[src/rtl/gameboy_types_pkg.sv]
// Types shared across the Game Boy core: clock phases, interrupt sources and
// the interrupt dispatch sequencer states.
package gameboy_types_pkg;
    localparam int NUM_INT_SOURCES = 5;

    typedef enum logic [1:0] {T1, T2, T3, T4} t_phase_t;

    typedef enum logic [2:0] {
        INT_VBLANK = 3'd0,
        INT_STAT,
        INT_TIMER,
        INT_SERIAL,
        INT_JOYPAD
    } int_source_e;

    typedef enum logic [1:0] {IDLE, ARMED, RESOLVE, DONE} int_fsm_e;
endpackage

[src/rtl/mmu_addresses_pkg.sv]
// Memory-mapped register addresses decoded by the peripherals.
package mmu_addresses_pkg;
    localparam logic [15:0] IF_ADDR_C = 16'hFF0F;
    localparam logic [15:0] IE_ADDR_C = 16'hFFFF;
endpackage

[src/rtl/bus_if.sv]
// Peripheral bus shared by the memory-mapped blocks; reads are combinational.
interface Bus_if;
    logic [15:0] addr;
    logic [7:0]  wdata;
    logic        write_en;
    logic        read_en;
    logic [7:0]  rdata;

    modport Peripheral_side (input addr, wdata, write_en, read_en, output rdata);
    modport Cpu_side        (output addr, wdata, write_en, read_en, input rdata);
endinterface

[src/rtl/int_priority_encoder.sv]
// Picks the lowest-numbered active interrupt and its one-hot clear mask.
module int_priority_encoder
    import gameboy_types_pkg::*;
(
    input  logic [NUM_INT_SOURCES-1:0] mask_i,
    output logic                       found_o,
    output logic [2:0]                 index_o,
    output logic [NUM_INT_SOURCES-1:0] clear_o
);
    always_comb begin
        found_o = 1'b0;
        index_o = 3'd0;
        clear_o = '0;
        // Scan high to low so the lowest set bit is the last one written.
        for (int n = NUM_INT_SOURCES - 1; n >= 0; n--) begin
            if (mask_i[n]) begin
                found_o    = 1'b1;
                index_o    = 3'(n);
                clear_o    = '0;
                clear_o[n] = 1'b1;
            end
        end
    end
endmodule

[src/rtl/interrupt_controller.sv]
// IF/IE register owner and CPU interrupt dispatch sequencer
// (start -> sample -> resolve -> done).
module interrupt_controller
    import gameboy_types_pkg::*;
    import mmu_addresses_pkg::*;
#(
    parameter logic [15:0] IF_ADDR     = IF_ADDR_C,
    parameter logic [15:0] IE_ADDR     = IE_ADDR_C,
    parameter logic [15:0] VECTOR_BASE = 16'h0040
) (
    input  logic                       clk,
    input  logic                       reset_n,
    input  t_phase_t                   t_phase,
    Bus_if.Peripheral_side             bus,
    input  logic [NUM_INT_SOURCES-1:0] req,
    input  logic                       ime,
    output logic                       int_pending,
    output logic                       int_req,
    input  logic                       disp_start,
    input  logic                       disp_sample,
    output logic [15:0]                int_vector,
    output logic                       int_busy
);
    logic [NUM_INT_SOURCES-1:0] if_q, if_d;
    logic [7:0]                 ie_q, ie_d;
    int_fsm_e                   state_q, state_d;
    logic                       pend_q, pend_d;
    logic                       req_q, req_d;
    logic [15:0]                vec_q, vec_d;

    logic                       found;
    logic [2:0]                 idx;
    logic [NUM_INT_SOURCES-1:0] clr;
    logic                       is_t4, wr_if, wr_ie, ack;

    assign is_t4 = (t_phase == T4);
    assign wr_if = bus.write_en && (bus.addr == IF_ADDR);
    assign wr_ie = bus.write_en && (bus.addr == IE_ADDR);

    int_priority_encoder u_enc (
        .mask_i  (ie_q[NUM_INT_SOURCES-1:0] & if_q),
        .found_o (found),
        .index_o (idx),
        .clear_o (clr)
    );

    always_comb begin
        bus.rdata = 8'hFF;
        if (bus.read_en) begin
            if (bus.addr == IF_ADDR)      bus.rdata = {3'b111, if_q};
            else if (bus.addr == IE_ADDR) bus.rdata = ie_q;
        end
    end

    always_comb begin
        state_d = state_q;
        vec_d   = vec_q;
        ack     = 1'b0;
        case (state_q)
            IDLE:    if (disp_start) state_d = ARMED;
            ARMED: begin
                if (disp_sample) begin
                    state_d = RESOLVE;
                    if (found) begin
                        ack   = 1'b1;
                        vec_d = VECTOR_BASE + {10'd0, idx, 3'b000};
                    end else begin
                        vec_d = 16'h0000;
                    end
                end
            end
            RESOLVE: state_d = DONE;
            DONE:    if (is_t4) state_d = IDLE;
            default: state_d = IDLE;
        endcase
    end

    // Per-bit precedence: a new request beats the dispatch ack, which beats a bus write.
    always_comb begin
        if_d = if_q;
        if (wr_if) if_d = bus.wdata[NUM_INT_SOURCES-1:0];
        if (ack)   if_d = if_d & ~clr;
        if_d = if_d | req;

        ie_d   = wr_ie ? bus.wdata : ie_q;
        pend_d = is_t4 ? found : pend_q;
        if (state_d != IDLE) req_d = 1'b0;
        else if (is_t4)      req_d = found & ime;
        else                 req_d = req_q;
    end

    always_ff @(posedge clk or negedge reset_n) begin
        if (!reset_n) begin
            if_q    <= 5'h01;
            ie_q    <= 8'h00;
            state_q <= IDLE;
            pend_q  <= 1'b0;
            req_q   <= 1'b0;
            vec_q   <= 16'h0000;
        end else begin
            if_q    <= if_d;
            ie_q    <= ie_d;
            state_q <= state_d;
            pend_q  <= pend_d;
            req_q   <= req_d;
            vec_q   <= vec_d;
        end
    end

    assign int_pending = pend_q;
    assign int_req     = req_q;
    assign int_vector  = vec_q;
    assign int_busy    = (state_q != IDLE);
endmodule

[src/flat_wrapper.sv]
// flat-port wrapper written by rule: the top's interface ports become plain ports
module interrupt_controller_flat import gameboy_types_pkg::*; import mmu_addresses_pkg::*;
#(
    parameter logic [15:0] IF_ADDR     = IF_ADDR_C,
    parameter logic [15:0] IE_ADDR     = IE_ADDR_C,
    parameter logic [15:0] VECTOR_BASE = 16'h0040
)
  (clk, reset_n, t_phase, req, ime, int_pending, int_req, disp_start, disp_sample, int_vector, int_busy, bus_addr, bus_wdata, bus_write_en, bus_read_en, bus_rdata);
  Bus_if bus_i ();
  input  logic clk;
  input  logic reset_n;
  input  t_phase_t t_phase;
  input  logic [NUM_INT_SOURCES-1:0] req;
  input  logic ime;
  output logic int_pending;
  output logic int_req;
  input  logic disp_start;
  input  logic disp_sample;
  output logic [15:0] int_vector;
  output logic int_busy;
  input wire logic [$bits(bus_i.addr)-1:0] bus_addr;
  input wire logic [$bits(bus_i.wdata)-1:0] bus_wdata;
  input wire logic [$bits(bus_i.write_en)-1:0] bus_write_en;
  input wire logic [$bits(bus_i.read_en)-1:0] bus_read_en;
  output wire logic [$bits(bus_i.rdata)-1:0] bus_rdata;
  assign bus_i.addr = bus_addr;
  assign bus_i.wdata = bus_wdata;
  assign bus_i.write_en = bus_write_en;
  assign bus_i.read_en = bus_read_en;
  assign bus_rdata = bus_i.rdata;
  interrupt_controller #(.IF_ADDR(IF_ADDR), .IE_ADDR(IE_ADDR), .VECTOR_BASE(VECTOR_BASE)) u_core (.clk(clk), .reset_n(reset_n), .t_phase(t_phase), .bus(bus_i), .req(req), .ime(ime), .int_pending(int_pending), .int_req(int_req), .disp_start(disp_start), .disp_sample(disp_sample), .int_vector(int_vector), .int_busy(int_busy));
endmodule
[config.mk]
export PLATFORM = sky130hd
export DESIGN_NAME = interrupt_controller_flat
export DESIGN_NICKNAME = d
export VERILOG_FILES = /design/src/rtl/gameboy_types_pkg.sv /design/src/rtl/mmu_addresses_pkg.sv /design/src/rtl/bus_if.sv /design/src/rtl/int_priority_encoder.sv /design/src/rtl/interrupt_controller.sv /design/src/flat_wrapper.sv
export SDC_FILE = /design/constraint.sdc
export NUM_CORES = 1
export LEC_CHECK = 0
export CAP_MARGIN = 20
export CELL_PAD_IN_SITES_DETAIL_PLACEMENT = 1
export CELL_PAD_IN_SITES_GLOBAL_PLACEMENT = 1
export CORE_MARGIN = 3
export CORE_UTILIZATION = 30
export DETAILED_ROUTE_END_ITERATION = 16
export PLACE_DENSITY_LB_ADDON = 0.1
export SETUP_SLACK_MARGIN = 0.05
export SLEW_MARGIN = 10
export SYNTH_ARGS = -nofsm -noshare
export SYNTH_HDL_FRONTEND = slang
export SYNTH_SLANG_ARGS = --single-unit
[constraint.sdc]
create_clock -name clk -period 2.8 [get_ports clk]
set_clock_uncertainty 0.05 [all_clocks]
set_input_delay 0.28 -clock clk [delete_from_list [all_inputs] [get_ports clk]]
set_output_delay 0.28 -clock clk [all_outputs]
set_load 0.005 [all_outputs]
==> results list <==
- By area the synthesized netlist is led by sky130_fd_sc_hd__dfrtp_1, sky130_fd_sc_hd__buf_4, sky130_fd_sc_hd__mux2_2.
* Overall die area: between 0.004 and 0.005 mm²
- Depth of the CTS H-tree: 1
- Syn Area/Cell: 9.76 µm²
- Global routing finished with a remaining overflow of 0.
- Number of failing hold endpoints at the final stage: 0
- Once the floorplan was initialized, standard cells occupied between 30% and 40% of the core.
- Per-cell routed wire length: between 15 and 20 µm
* Post-route ant nets: 0
* Element type at the critical path end: output port
- Vias in the first global route: approximately 1300
- Worst hold-check path type: primary input to async pin
- In this run, synthesis produced a sequential element count of 21.
* First-pass GRT wire length: 5840 µm
- After the last flow step, the layout net total stands at 216.
* Sequential element share of the synthesized area: between 40 and 50%
- Data on the critical path is required at its endpoint by approximately 2.5 ns.
- Max Fclk: 0.397 GHz
- Dividing the detail-routed via count by the number of cells gives a little over 5.
- After floorplanning, the core was sized to cover between 0.003 and 0.004 mm².
- Setup repair after global routing left no endpoint under its margin.
- Tmin final: 2.52 ns
* Max rail drop VDD: roughly 0.16 mV
- The die is about 69 µm wide.
- Clock latency reported for the late side of the worst-skew pair: 0.26 ns
- Detailed Place HPWL: 2780 µm
* Global Route Usage Sum: between 10% and 20%
- Largest net degree at the start of global routing: 22
- For this run, design rule violations remaining after detail routing come to 0.
* TritonCTS Buffers: 3
* Cell at the root of the clock tree: sky130_fd_sc_hd__clkbuf_8
* Endpoint arrival time on the critical path: ~2.2 ns
- Clock-pin slew was measured on the worst setup and hold paths at approximately 0.080 ns.
- Count of mapped cells out of synthesis: 123
- Count of final setup violators: 0
* Number of antenna violations at the first check in global routing: 0
- Status: finished, final reports clean
- After routing, the total negative slack on setup checks comes to 0 ns.
* Row cnt: 22
- Clock tree from TritonCTS: built
* Cell area after synthesis: approximately 0.0012 mm²
* Count of fill cells added during filler insertion: approximately 420
* Final weighted congestion in routability-driven placement: ~0.75
- For this run, the detailed router's first-pass iteration total came to 4.
* Iteration-0 DRC count of the detailed router: 30
- The routed layout has 1146 vias.
- The repair_antennas step left the layout with diodes totalling 0.
* Synth cell types: 32
- Height of the die: 69.2 µm
- Critical path fanouts, max: 5
* Reported max-cap violation count: 0
* Total number of yosys warnings: 0
- Placed Cells: between 200 and 250
- Nature of the critical path startpoint: primary input
- Dividing total power by cell area gives a power density of roughly 380 mW/mm².
* Proportion of netlist area held by the largest area contributor: a little over two fifths
- In the final layout, the multi-input gates occupy roughly 600 µm².
- CTS Hold Bufs: 0
- Post-CTS repair changed the size of 0 cells.
- Kind of critical path: primary input to output port
* Final worst-path cycle share: between 80 and 90%
- The area growth from synthesis to layout is 48.9%.
- Pin placement for this block handled 65 I/O pins.
* Total leakage power: 0.000730 µW
* Post-CTS Setup Inserts: 0
- Final instance count without filler cells: ~230
- Library cell occupying the most area in the post-synthesis netlist: sky130_fd_sc_hd__dfrtp_1
- The count of buffers added on input and output ports is 52.
* Maximum clock insertion buffer count: 2
- Of the cells placed in the final design, the portion with a size suffix greater than 1 is between 10 and 15%.
* Num Clock Sinks: 21
- Reg area: 527 µm²
- The final max-slew violation count is 0.
* Routed WL: between 3000 and 4000 µm
[through the flow]
step	utilization, %	hold WS (ns)	power [µW]	setup WS [ns]	area, µm²
after detailed placement	45.8	0.435	480	0.288	1730
final	47.4	0.263	677	0.284	1790
after CTS	47.0	0.455	686	0.283	1770
after floorplan	-	-0.0656	403	1.19	1240
after global placement	45.8	0.416	474	0.313	1730
after global routing	47.4	0.285	716	0.127	1790
[cells in the mapped netlist]
cell	count
sky130_fd_sc_hd__a21oi_1	2
sky130_fd_sc_hd__dfrtp_1	20
sky130_fd_sc_hd__o211a_1	3
sky130_fd_sc_hd__and2_1	2
sky130_fd_sc_hd__dfstp_2	1
sky130_fd_sc_hd__nand3_1	3
sky130_fd_sc_hd__mux2_2	8
sky130_fd_sc_hd__and2_2	1
sky130_fd_sc_hd__nand2_1	18
sky130_fd_sc_hd__and4_1	2
sky130_fd_sc_hd__nor3_1	2
sky130_fd_sc_hd__or4_1	1
sky130_fd_sc_hd__nor4_1	1
sky130_fd_sc_hd__inv_1	3
sky130_fd_sc_hd__buf_4	12
sky130_fd_sc_hd__o21bai_1	1
sky130_fd_sc_hd__o21ai_0	5
sky130_fd_sc_hd__a2bb2oi_1	2
sky130_fd_sc_hd__a22oi_1	3
sky130_fd_sc_hd__a311o_1	3
sky130_fd_sc_hd__or2_2	1
sky130_fd_sc_hd__conb_1	1
sky130_fd_sc_hd__and3b_1	2
sky130_fd_sc_hd__nor2_1	2
sky130_fd_sc_hd__nand4_1	7
sky130_fd_sc_hd__nand3b_1	1
sky130_fd_sc_hd__or3_1	3
sky130_fd_sc_hd__buf_2	2
sky130_fd_sc_hd__o31ai_1	2
sky130_fd_sc_hd__o22ai_1	5
sky130_fd_sc_hd__clkbuf_1	1
sky130_fd_sc_hd__and4_2	3
[per-layer routing]
| metal | GRT usage (%) | vias to the layer above | share of wire (%) |
|---|---|---|---|
| li1 | - | 544 | - |
| met1 | 15.7 | 548 | 37 |
| met2 | 27.8 | 50 | 53 |
| met3 | 4.78 | 4 | 8.7 |
| met4 | 5.21 | 0 | 0.94 |
| met5 | 0 | - | 0 |
[critical path, cell delays in order]
cell	delay [ns]
sky130_fd_sc_hd__clkdlybuf4s50_1	0.42
sky130_fd_sc_hd__nor4_1	0.30
sky130_fd_sc_hd__buf_4	0.18
sky130_fd_sc_hd__nand4_1	0.21
sky130_fd_sc_hd__o22ai_1	0.26
sky130_fd_sc_hd__nand2_1	0.08
sky130_fd_sc_hd__clkdlybuf4s50_1	0.45
[layout make-up]
type,instances,share of cell area (%)
multi-input combinational,95,33.5
timing repair buffer,54,30.4
sequential,21,29.5
tap,48,3.36
clock buffer,3,2.31
inverter,3,0.630
clock inverter,1,0.280
[cells in the final DEF, fill, tap and decap left out, types with 2 or more instances in the layout]
| cell | instances |
|---|---|
| sky130_fd_sc_hd__clkbuf_8 | 3 |
| sky130_fd_sc_hd__dfrtp_1 | 20 |
| sky130_fd_sc_hd__a22oi_1 | 3 |
| sky130_fd_sc_hd__conb_1 | 12 |
| sky130_fd_sc_hd__a2bb2oi_1 | 2 |
| sky130_fd_sc_hd__a311o_1 | 3 |
| sky130_fd_sc_hd__nand4_1 | 7 |
| sky130_fd_sc_hd__nand3_1 | 3 |
| sky130_fd_sc_hd__nor2_1 | 2 |
| sky130_fd_sc_hd__and4_2 | 3 |
| sky130_fd_sc_hd__o211a_1 | 3 |
| sky130_fd_sc_hd__and2_1 | 2 |
| sky130_fd_sc_hd__nor3_1 | 2 |
| sky130_fd_sc_hd__and3b_1 | 2 |
| sky130_fd_sc_hd__nand2_1 | 18 |
| sky130_fd_sc_hd__mux2_2 | 8 |
| sky130_fd_sc_hd__or3_1 | 3 |
| sky130_fd_sc_hd__o21ai_0 | 5 |
| sky130_fd_sc_hd__and4_1 | 2 |
| sky130_fd_sc_hd__clkdlybuf4s50_1 | 52 |
| sky130_fd_sc_hd__a21oi_1 | 2 |
| sky130_fd_sc_hd__inv_1 | 3 |
| sky130_fd_sc_hd__o22ai_1 | 5 |
| sky130_fd_sc_hd__o31ai_1 | 2 |
[sequential cells by signal (all words and copies together), names as in the netlist]
signal,flops
u_core.ie_q,8
u_core.if_q,5
u_core.int_pending,1
u_core.int_req,1
u_core.int_vector,4
u_core.state_q,2
[worst paths after layout]
kind	startpoint	to	slack [ns]	depth (start not counted)
worst min register to register	u_core.int_vector[5]$_DFFE_PN0P_	u_core.int_vector[5]$_DFFE_PN0P_	0.45	2
worst min-delay path	reset_n	u_core.ie_q[0]$_DFFE_PN0P_	0.26	1
min in group clk	u_core.int_vector[5]$_DFFE_PN0P_	u_core.int_vector[5]$_DFFE_PN0P_	0.45	2
worst max register to register	u_core.ie_q[0]$_DFFE_PN0P_	u_core.if_q[4]$_DFF_PN0_	1.09	4
max in group asynchronous	reset_n	u_core.ie_q[6]$_DFFE_PN0P_	1.99	2
worst max-delay path	bus_addr[4]	bus_rdata[2]	0.28	7
[logic make-up (layout without fill, tap and decap cells)]
group | Yosys count | after routing | synth area share [%]
AOI/OAI and AO/OA | 26 | 26 | 15.7
buffers and inverters | 18 | 61 | 9.59
DFF | 21 | 21 | 43.9
muxes | 8 | 8 | 7.51
other | 1 | 12 | 0.313
and+or+nand+nor | 49 | 49 | 22.9
[where the power goes]
| part | leakage [µW] | switching [µW] | internal [µW] | total (µW) |
|---|---|---|---|---|
| combinational | 0.000441 | 60.9 | 80.2 | 141 |
| sequential | 0.000263 | 17.5 | 317 | 335 |
| clock | 0.0000255 | 102 | 99.2 | 202 |
(Power assumes the default switching activity.)
